`config.mk`:
```
export PLATFORM = sky130hd
export DESIGN_NAME = usb_bit_unstuffer
export DESIGN_NICKNAME = d
export VERILOG_FILES = /design/src/rtl/usb_bit_unstuffer.sv
export SDC_FILE = /design/constraint.sdc
export NUM_CORES = 1
export LEC_CHECK = 0
export ABC_CLOCK_PERIOD_IN_PS = 6000
export CORE_MARGIN = 8
export CORE_UTILIZATION = 54
export DETAILED_ROUTE_END_ITERATION = 10
export HOLD_SLACK_MARGIN = 0.06
export PLACE_DENSITY_LB_ADDON = 0.12
export SLEW_MARGIN = 20
export SYNTH_ARGS = -nofsm -noshare
export SYNTH_HDL_FRONTEND = slang
export SYNTH_SLANG_ARGS = --single-unit
```
`constraint.sdc`:
```
create_clock -name clk -period 6 [get_ports clk]
set_input_delay 1.2 -clock clk [delete_from_list [all_inputs] [get_ports clk]]
set_output_delay 1.2 -clock clk [all_outputs]
set_load 0.1 [all_outputs]
```
`src/rtl/usb_bit_unstuffer.sv`:
```
// USB receive-path bit unstuffer.
// Removes the stuffed 0 that follows every RUN_LEN consecutive 1s in the NRZI-decoded
// stream. Data is forwarded with a valid qualifier, and start/end framing pulses are
// generated for the CRC checker / packet assembler. All outputs are registered and
// have one clock of latency.
// Optional feature: define UNSTUFF_ERR_EN to flag stuffing violations on stuff_err and
// drop the rest of the packet. When it is undefined, a violating 1 is forwarded as data.
module usb_bit_unstuffer #(
    parameter int unsigned RUN_LEN = 6,
    parameter int unsigned BCNT_W  = 13
) (
    input  logic              clk,
    input  logic              rst_n,
    input  logic              s_in,
    input  logic              start_unstuffer,
    input  logic              end_unstuffer,
    input  logic              abort,
    output logic              s_out,
    output logic              out_valid,
    output logic              start_crc,
    output logic              end_crc,
    output logic              stuff_err,
    output logic [BCNT_W-1:0] bit_cnt
);

    localparam int unsigned OnesW = $clog2(RUN_LEN + 1);
    localparam logic [OnesW-1:0]  RunMax = OnesW'(RUN_LEN);
    localparam logic [BCNT_W-1:0] CntMax = '1;

`ifdef UNSTUFF_ERR_EN
    typedef enum logic [1:0] {StIdle, StActive, StErr} state_e;
`else
    typedef enum logic [1:0] {StIdle, StActive} state_e;
`endif

    state_e            state_q;
    logic [OnesW-1:0]  ones_cnt_q;
    logic [BCNT_W-1:0] bit_cnt_q;
    logic [BCNT_W-1:0] bit_cnt_inc;
    logic              s_out_q;
    logic              out_valid_q;
    logic              start_crc_q;
    logic              end_crc_q;
    logic              stuff_err_q;

    // Saturating increment of the delivered-bit counter.
    always_comb begin
        bit_cnt_inc = bit_cnt_q;
        if (bit_cnt_q != CntMax) begin
            bit_cnt_inc = bit_cnt_q + 1'b1;
        end
    end

    // Packet FSM: run-length tracking, bit forwarding and registered framing pulses.
    always_ff @(posedge clk or negedge rst_n) begin
        if (!rst_n) begin
            state_q     <= StIdle;
            ones_cnt_q  <= '0;
            bit_cnt_q   <= '0;
            s_out_q     <= 1'b0;
            out_valid_q <= 1'b0;
            start_crc_q <= 1'b0;
            end_crc_q   <= 1'b0;
            stuff_err_q <= 1'b0;
        end else begin
            // Pulses and the data qualifier are low unless a branch below raises them.
            s_out_q     <= 1'b0;
            out_valid_q <= 1'b0;
            start_crc_q <= 1'b0;
            end_crc_q   <= 1'b0;
            stuff_err_q <= 1'b0;
            if (abort) begin
                state_q    <= StIdle;
                ones_cnt_q <= '0;
                bit_cnt_q  <= '0;
            end else begin
                unique case (state_q)
                    StIdle: begin
                        if (start_unstuffer) begin
                            state_q     <= StActive;
                            start_crc_q <= 1'b1;
                            ones_cnt_q  <= '0;
                            bit_cnt_q   <= '0;
                        end
                    end
                    StActive: begin
                        if (end_unstuffer) begin
                            // A pending stuffed bit at end of packet is not an error.
                            state_q    <= StIdle;
                            end_crc_q  <= 1'b1;
                            ones_cnt_q <= '0;
                        end else if (ones_cnt_q == RunMax) begin
                            if (!s_in) begin
                                // Stuffed 0: drop it and restart the run.
                                ones_cnt_q <= '0;
                            end else begin
`ifdef UNSTUFF_ERR_EN
                                stuff_err_q <= 1'b1;
                                state_q     <= StErr;
`else
                                // Violation tolerated: forward it and keep the run saturated
                                // so the next 0 is still treated as stuffing.
                                s_out_q     <= 1'b1;
                                out_valid_q <= 1'b1;
                                bit_cnt_q   <= bit_cnt_inc;
`endif
                            end
                        end else begin
                            s_out_q     <= s_in;
                            out_valid_q <= 1'b1;
                            bit_cnt_q   <= bit_cnt_inc;
                            ones_cnt_q  <= s_in ? ones_cnt_q + 1'b1 : '0;
                        end
                    end
`ifdef UNSTUFF_ERR_EN
                    StErr: begin
                        // Everything is dropped until the packet is closed; no end_crc.
                        if (end_unstuffer) begin
                            state_q    <= StIdle;
                            ones_cnt_q <= '0;
                        end
                    end
`endif
                    default: begin
                        state_q    <= StIdle;
                        ones_cnt_q <= '0;
                    end
                endcase
            end
        end
    end

    assign s_out     = s_out_q;
    assign out_valid = out_valid_q;
    assign start_crc = start_crc_q;
    assign end_crc   = end_crc_q;
    assign stuff_err = stuff_err_q;
    assign bit_cnt   = bit_cnt_q;

endmodule

```
==> run metrics, run 1 <==
Setup Viol. Count Final=0; die span in x=63.14 um; die area=about 0.0040 sq mm; crit share post-route=0.5272; pins over their slew limit=0; setup bufs post-CTS=0; CTS buffer count=3; sw frac=0.2851; Lkg Pwr=0.6334 nW; cell total after placement=166; Post-Layout Cell Count=170; unrepaired setup endpoints after global routing=false; Crit path max-delay family=buffers and inverters; antenna fix cells=0; crit-path cells=clkdlybuf4s50_1; Setup Slack @ Placement=~2.7 ns; clock period minus worst slack=~3.2 ns; routed vias=just over 1,000; switching pwr=0.07221 mW; CTS Hold Bufs=0; Overflow after GRT=0; Syn Std Cell Area=about 0.0012 sq mm; Tot GR Track Use=0.1478; H-tree Lvls=1; max incr delay on CP=1.18 ns; final worst slack=roughly 2.8 ns; initial DRC count=32; CTS tree=done; Nets=around 150; starting density of the core=0.5585; power share of the clock group=0.262; outcome=finished clean; largest net degree at the start of global routing=22; Setup Total Neg Slack=0 ns; Pre-antenna DRT Iters=4; row count=17; register area share after synthesis=0.4380; Slew headroom=0.3423; Worst EP arrival=about 2.0 ns; Post-synth ARST share=1.000; Setup crit start kind=register; count of cell types in the netlist=40; Final ANT Viol Nets=0; Post-Syn Area per Cell=approximately 9.6 sq um; first-pass GRT wire length=5023 um; internal power=0.1811 mW; count of input and output buffers=22; Final Hold Viols=0; clk sink count=21; Top-Level Pins=24; Setup CP Type=reg2out; antenna violations before repair=0; Die Y=between 60 and 70 um; Synth Register Bits=21; post-synth net total=about 130; area leader, netlist=dfrtp_1; Worst Path Max Fanout=8; core area=~0.0021 sq mm; DR DRC count=0; Yosys top cell area share=0.4380; VDD IR max=around 0.15 mV; routed wire length=2723 um; post-DR wirelength/cell=16.02 um; layout cells sized above 1=0.04930; Hold Path Class=reg2reg; worst skew pair latency=between 0.2 and 0.3 ns; Worst-Margin Slew=around 0.98 ns; Post-DP HPWL=approximately 2000 um; top cells by area, synth=dfrtp_1, o31ai_1, ha_1, nand2_1, and4_1; Worst-path clk slew=approximately 0.11 ns; clock root cell=clkbuf_4; Post-CTS Resized=0; CP endpoint kind=output pin; Flop pwr share=0.577; highest clock rate=0.3161 GHz; Layout area overhead=18.98%; number of enable flip-flop cells after synthesis=0; Avg Vias per Cell=5.947; PD cells=177.5 mW/mm^2; skew final=approximately 0.0017 ns; YS warnings=0; Crit-path slowest cell=clkdlybuf4s50_1; final total power=0.2533 mW; vias in the first global route=between 1,000 and 1,500; Worst Path Required=approximately 4.8 ns; Max clock buf depth=2; Primary FF master, synth=dfrtp_1; GPL Wtd Cong=0.8562; Hold WS=0.5444 ns; combinational power share=0.161; CP Buf/Inv Count=1; Max-Cap Viols=0; Cells after Synth=roughly 130
path summary, 6_finish.rpt:
| kind | from | endpoint | slack [ns] | depth (start not counted) |
|---|---|---|---|---|
| max | bit_cnt[8]$_DFFE_PN0P_ | bit_cnt[8] | 2.84 | 1 |
| min | ones_cnt_q[1]$_DFFE_PN0P_ | ones_cnt_q[1]$_DFFE_PN0P_ | 0.54 | 1 |
| max reg2reg | ones_cnt_q[0]$_DFFE_PN0P_ | bit_cnt[5]$_DFFE_PN0P_ | 3.76 | 6 |
| min reg2reg | ones_cnt_q[1]$_DFFE_PN0P_ | ones_cnt_q[1]$_DFFE_PN0P_ | 0.54 | 1 |
| max in group asynchronous | rst_n | out_valid$_DFF_PN0_ | 4.03 | 1 |
| min in group asynchronous | rst_n | bit_cnt[0]$_DFFE_PN0P_ | 1.41 | 1 |
stage by stage:
step	area [sq um]	utilization
floorplan	1200	-
global placement	1401	0.6523
detailed placement	1401	0.6523
CTS	1428	0.6645
global route	1428	0.6645
finish	1428	0.6645
logic make-up (layout without fill, tap and decap cells):
logic type,after synthesis,count (layout),share of synthesized area
buf+inv,15,32,0.06361
compound gates,36,36,0.2263
fa+ha+maj,3,3,0.03129
flops,21,21,0.4380
other cells,1,1,0.003125
simple gates,49,49,0.2378
placed cells by master, fill, tap and decap left out, types with 3 or more instances in the layout:
cell / count
a21oi_1: 4
and2_1: 3
and4_1: 4
clkbuf_4: 3
clkdlybuf4s50_1: 22
dfrtp_1: 21
ha_1: 3
inv_1: 6
nand2_1: 10
nand3_1: 4
nor2_1: 8
nor3_1: 3
o21ai_0: 5
o31ai_1: 13
worst register-to-register path, cell delays in order, from the launching register on:
cell     delay [ns]
dfrtp_1        0.40
inv_1          0.06
ha_1           0.23
and3b_1        0.22
o311a_4        0.39
or3_1          0.53
o31ai_1        0.31
power groups by stage:
stage | Combinational (mW) | Clock (mW) | Sequential (mW)
after CTS | 0.0411 | 0.0688 | 0.146
after global placement | 0.0401 | 0 | 0.149
after detailed placement | 0.0410 | 0 | 0.149
after global routing | 0.0445 | 0.0741 | 0.147
after floorplan | 0.0172 | 0 | 0.160
final | 0.0409 | 0.0663 | 0.146
layout make-up:
type                       instances  area [sq um]
timing repair buffer              22         220.2
clock buffer                       4         26.28
inverter                           6         22.52
fill                             179         720.7
sequential                        21         525.5
tap                               28         35.03
multi-input combinational         89         598.1
sequential cells by signal, summed over array words and instances (netlist names):
register,flops
bit_cnt,13
ones_cnt_q,3
end_crc,1
out_valid,1
s_out,1
start_crc,1
state_q,1
synth_stat cells (3+ instances only):
cell / number
a21oi_1: 4
and2_1: 3
and4_1: 4
clkbuf_1: 3
dfrtp_1: 21
ha_1: 3
inv_1: 6
nand2_1: 10
nand3_1: 4
nor2_1: 8
nor3_1: 3
o21ai_0: 5
o31ai_1: 13
per-layer routing:
metal  wire length [um]  share of wire  GRT usage  vias to the layer above
met1               1228           0.45     0.1799                      483
met4                 24         0.0088    0.04274                        0
met3                144          0.053    0.04240                        4
met2               1326           0.49     0.2458                       24
met5                  0              0          0                        -
li1                   -              -          -                      500
Power figures use the tool's default switching activity.
==> run 2, diff against run 1 <==
--- a/config.mk
+++ b/config.mk
@@ -5,9 +5,9 @@
 export SDC_FILE = /design/constraint.sdc
 export NUM_CORES = 1
 export LEC_CHECK = 0
-export ABC_CLOCK_PERIOD_IN_PS = 6000
+export ABC_CLOCK_PERIOD_IN_PS = 3190
 export CORE_MARGIN = 8
-export CORE_UTILIZATION = 54
+export CORE_UTILIZATION = 50
 export DETAILED_ROUTE_END_ITERATION = 10
 export HOLD_SLACK_MARGIN = 0.06
 export PLACE_DENSITY_LB_ADDON = 0.12
==> constraint.sdc (replaced) <==
create_clock -name clk -period 3.19 [get_ports clk]
set_input_delay 0.638 -clock clk [delete_from_list [all_inputs] [get_ports clk]]
set_output_delay 0.638 -clock clk [all_outputs]
set_load 0.1 [all_outputs]
==> run metrics, run 2 (synthesis gave the netlist of run 1 again) <==
final total power=0.4774 mW (+88%); most frequent cells in the layout=dfrtp_1, buf_4, o31ai_1, nand2_1, nor2_1; skew final=0.004750 ns (+0.003076 ns); Hold Path Class=reg2reg; core area=0.002233 sq mm (+4.0%); Worst EP arrival=2.56 ns (+0.60 ns); crit share post-route=0.7328; PD cells=344.4 mW/mm^2 (+94%); Top-Level Pins=24 (unchanged); Worst-path clk slew=0.12 ns (about the same); die area=0.004223 sq mm (+5.9%); Setup Total Neg Slack=0 ns (unchanged); CTS Hold Bufs=0 (unchanged); Final ANT Viol Nets=0 (unchanged); clk sink count=21 (unchanged); Setup Viol. Count Final=0 (unchanged); Overflow after GRT=0 (unchanged); routed wire length=2655 um (-2.5%); max reg flops=13 (unchanged); final worst slack=0.8524 ns (-1.984 ns); Tot GR Track Use=0.1353 (-0.01259); H-tree Lvls=1 (unchanged); Setup crit start kind=primary input; placed cell area=0.001359 sq mm (-3.0%); routed vias=1,035 (+2.4%); first-pass GRT wire length=4657 um (-7.3%); largest net degree at the start of global routing=22 (unchanged); worst skew pair latency=0.31 ns (+0.02 ns); Max-Cap Viols=0 (unchanged); antenna fix cells=0 (unchanged); Nets=152 (unchanged); CP Buf/Inv Count=1 (unchanged); final instance area=0.001386 sq mm (-2.9%); unrepaired setup endpoints after global routing=false; highest clock rate=~0.43 GHz; clock period minus worst slack=between 2 and 2.5 ns; post-DR wirelength/cell=15.62 um (-2.5%); initial DRC count=41 (+28%); Pre-antenna DRT Iters=4 (unchanged); starting density of the core=0.5373 (-0.02128); commonest non-fill, non-tap cell in the layout=dfrtp_1; Avg Vias per Cell=6.088 (+2.4%); Die Y=64.99 um (+2.9%); crit-path cells=clkdlybuf4s50_1, and3b_1, o311a_4, or3_1, o31ai_1; Slew headroom=0.3920 (+0.04979); die span in x=64.99 um (+2.9%); layout cells sized above 1=0.1761 (+0.1268); Post-DP HPWL=1943 um (-1.6%); row count=17 (unchanged); CTS buffer count=3 (unchanged); CTS tree=done; Worst-Margin Slew=0.9091 ns (-0.07445 ns); vias in the first global route=981 (-9.2%); Crit path max-delay family=simple AND/OR/NAND/NOR gates; Final Hold Viols=0 (unchanged); Worst Path Max Fanout=16 (+8); Post-CTS Resized=0 (unchanged); cell total after placement=166 (unchanged); GPL Wtd Cong=0.8259 (-3.5%); Max clock buf depth=2 (unchanged); Layout area overhead=15.54%; outcome=finished clean; CP endpoint kind=register; Setup CP Type=in2reg; Crit-path slowest cell=or3_1; Post-Layout Cell Count=170 (unchanged); antenna violations before repair=0 (unchanged); setup bufs post-CTS=0 (unchanged); max incr delay on CP=0.53 ns (-0.65 ns); DR DRC count=0 (unchanged); clock root cell=clkbuf_4; Worst Path Required=3.41 ns (-1.39 ns); Setup Slack @ Placement=0.5058 ns (-2.244 ns); Lkg Pwr=0.6702 nW (+5.8%); VDD IR max=0.2617 mV (+76%); pins over their slew limit=0 (unchanged); count of input and output buffers=22 (unchanged)
-- run 2: cell types whose count changed in the layout (fill, tap and decap cells not counted) --
cell	previous run	this run
clkinv_2	0	1
clkdlybuf4s50_1	22	5
buf_4	0	17
clkbuf_1	1	0
-- run 2: area by class of cell --
cell class                 count  area [sq um]
timing repair buffer          22         177.7
clock inverter                 1         5.005
clock buffer                   3         22.52
inverter                       6         22.52
tap                           28         35.03
sequential                    21         525.5
fill                         187         847.1
multi-input combinational     89         598.1
-- run 2: path summary, 6_finish.rpt --
check	from	to	slack [ns]	depth (start not counted)
max	s_in	bit_cnt[3]$_DFFE_PN0P_	0.85	5
min	ones_cnt_q[1]$_DFFE_PN0P_	ones_cnt_q[1]$_DFFE_PN0P_	0.54	1
max reg2reg	ones_cnt_q[0]$_DFFE_PN0P_	bit_cnt[3]$_DFFE_PN0P_	0.97	6
min reg2reg	ones_cnt_q[1]$_DFFE_PN0P_	ones_cnt_q[1]$_DFFE_PN0P_	0.54	1
max in group asynchronous	rst_n	ones_cnt_q[1]$_DFFE_PN0P_	1.81	1
min in group asynchronous	rst_n	bit_cnt[5]$_DFFE_PN0P_	0.83	1
-- run 2: power breakdown --
| group | leakage, nW | switching, mW | internal [mW] |
|---|---|---|---|
| sequential | 0.290 | 0.00437 | 0.270 |
| combinational | 0.362 | 0.0551 | 0.0206 |
| clock | 0.0177 | 0.0802 | 0.0468 |
-- run 2: metrics by stage --
step	hold WS (ns)	util
floorplan	0.3424	-
global placement	0.5054	0.6084
detailed placement	0.5184	0.6084
CTS	0.5453	0.6207
global route	0.5726	0.6207
finish	0.5414	0.6207
-- run 2: routing by layer --
layer / track usage / up-vias / wire length, um
li1: - / 498 / -
met4: 0.04360 / 0 / 16
met2: 0.2000 / 30 / 1237
met1: 0.1750 / 505 / 1230
met5: 0 / - / 0
met3: 0.05498 / 2 / 171
-- run 2: worst reg2reg max path, cell delays in order (launching register included) --
cell and delay [ns]:
dfrtp_1 0.40, inv_1 0.06, ha_1 0.24, and3b_1 0.23, o311a_4 0.40, or3_1 0.53, o31ai_1 0.29
==> run 3, diff against run 2 <==
--- a/config.mk
+++ b/config.mk
@@ -5,9 +5,9 @@
 export SDC_FILE = /design/constraint.sdc
 export NUM_CORES = 1
 export LEC_CHECK = 0
-export ABC_CLOCK_PERIOD_IN_PS = 3190
+export ABC_CLOCK_PERIOD_IN_PS = 2000
 export CORE_MARGIN = 8
-export CORE_UTILIZATION = 50
+export CORE_UTILIZATION = 45
 export DETAILED_ROUTE_END_ITERATION = 10
 export HOLD_SLACK_MARGIN = 0.06
 export PLACE_DENSITY_LB_ADDON = 0.12
==> constraint.sdc (replaced) <==
create_clock -name clk -period 2 [get_ports clk]
set_input_delay 0.4 -clock clk [delete_from_list [all_inputs] [get_ports clk]]
set_output_delay 0.4 -clock clk [all_outputs]
set_load 0.1 [all_outputs]
==> run metrics, run 3 (synthesis gave the netlist of run 1 again) <==
outcome=finished clean; Post-DP HPWL=2045 um (+5.3%); skew final=0.006541 ns (+0.001791 ns); Post-Layout Cell Count=184 (+8.2%); Worst Path Required=2.21 ns (-1.20 ns); Final Hold Viols=0 (unchanged); post-DR wirelength/cell=15.15 um (-3.0%); Setup Viol. Count Final=0 (unchanged); max reg flops=13 (unchanged); Top-Level Pins=24 (unchanged); antenna fix cells=0 (unchanged); PD cells=502.5 mW/mm^2 (+46%); clock period minus worst slack=1.921 ns; Max-Cap Viols=0 (unchanged); final instance area=0.001579 sq mm (+14%); final worst slack=0.07932 ns (-0.7731 ns); clk sink count=21 (unchanged); CTS tree=done; CTS buffer count=3 (unchanged); Worst-path clk slew=0.12 ns (about the same); pins over their slew limit=0 (unchanged); clock root cell=clkbuf_4; layout cells sized above 1=0.3636 (+0.1876); Reg2Reg Setup Slack=0.08 ns (-0.89 ns); Setup CP Type=reg2reg; row count=18 (+1); highest clock rate=around 0.52 GHz; VDD IR max=0.3783 mV (+45%); cell total after placement=180 (+8.4%); Setup Slack @ Placement=-0.2913 ns (-0.7971 ns); commonest non-fill, non-tap cell in the layout=buf_4; first-pass GRT wire length=4705 um (+1.0%); routed wire length=2787 um (+5.0%); Tot GR Track Use=0.1339 (-0.001352); GPL Wtd Cong=0.7886 (-4.5%); placed cell area=0.001526 sq mm (+12%); count of input and output buffers=22 (unchanged); initial DRC count=64 (+56%); routed vias=1,025 (-0.97%); Layout area overhead=31.60%; vias in the first global route=973 (-0.82%); setup bufs post-CTS=0 (unchanged); Die Y=67.64 um (+4.1%); Overflow after GRT=0 (unchanged); Nets=164 (+7.9%); Pre-antenna DRT Iters=4 (unchanged); Hold Path Class=in2async; most frequent cells in the layout=buf_4, nand2_1, dfrtp_2, o31ai_1, dfrtp_1; antenna violations before repair=0 (unchanged); die span in x=67.64 um (+4.1%); unrepaired setup endpoints after global routing=false; Setup crit start kind=register; worst skew pair latency=0.31 ns (about the same); CP endpoint kind=register; crit share post-route=0.9603; Lkg Pwr=0.7163 nW (+6.9%); Worst Path Max Fanout=9 (-7); largest net degree at the start of global routing=22 (unchanged); Avg Vias per Cell=5.571 (-8.5%); starting density of the core=0.4800 (-0.05728); die area=0.004574 sq mm (+8.3%); final total power=0.7934 mW (+66%); Max clock buf depth=2 (unchanged); core area=0.002500 sq mm (+12%); Core Util, Final=0.6316 (+0.01090); H-tree Lvls=1 (unchanged); Final ANT Viol Nets=0 (unchanged); DR DRC count=0 (unchanged); Worst EP arrival=2.14 ns (-0.42 ns)
==> run 3: stage by stage <==
step / setup TNS [ns] / hold WS, ns
2_1_floorplan: -0.6669 / 0.1044
3_3_place_gp: -1.759 / 0.4919
3_5_place_dp: -2.281 / 0.5060
4_1_cts: 0 / 0.4182
5_1_grt: 0 / 0.4384
6_report: 0 / 0.4191
==> run 3: metal layers <==
| layer | global-route usage | share of wire |
|---|---|---|
| met5 | 0 | 0 |
| met4 | 0.06266 | 0.017 |
| met3 | 0.02980 | 0.052 |
| met2 | 0.2000 | 0.44 |
| met1 | 0.1786 | 0.49 |
==> run 3: final timing paths <==
kind | start | end | depth (start not counted)
worst min register to register | bit_cnt[6]$_DFFE_PN0P_ | bit_cnt[6]$_DFFE_PN0P_ | 1
min in group clk | bit_cnt[6]$_DFFE_PN0P_ | bit_cnt[6]$_DFFE_PN0P_ | 1
worst max-delay path | ones_cnt_q[1]$_DFFE_PN0P_ | bit_cnt[6]$_DFFE_PN0P_ | 5
max in group asynchronous | rst_n | bit_cnt[0]$_DFFE_PN0P_ | 2
worst max register to register | ones_cnt_q[1]$_DFFE_PN0P_ | bit_cnt[6]$_DFFE_PN0P_ | 5
worst min-delay path | rst_n | out_valid$_DFF_PN0_ | 2
==> run 3: area by class of cell <==
class / count / area (sq um)
flip-flops and latches: 21 / 545.5
multi-input cells: 89 / 640.6
inverters: 6 / 22.52
clock buffers: 3 / 22.52
fillers: 191 / 920.9
clock inverters: 1 / 5.005
repair buffers: 34 / 305.3
well taps: 30 / 37.54
==> run 3: worst max-delay path: stages (launching register included) <==
cell and delay (ns):
dfrtp_1 0.42, ha_1 0.23, and3b_1 0.21, o311a_4 0.31, or3_4 0.44, o31ai_1 0.21
==> run 3: power breakdown <==
| part | internal, mW | leakage [nW] | switching [mW] |
|---|---|---|---|
| clock | 0.0746 | 0.0177 | 0.135 |
| combinational | 0.0505 | 0.429 | 0.0930 |
| sequential | 0.432 | 0.270 | 0.00827 |
| total | 0.558 | 0.716 | 0.236 |
==> run 3: repair_timing <==
item / in CTS / in global routing
hold endpoints to repair: 0 / 0
endpoints found under the setup margin: 6 / 2
resized for setup: 1 / 4
hold buffers: 0 / 0
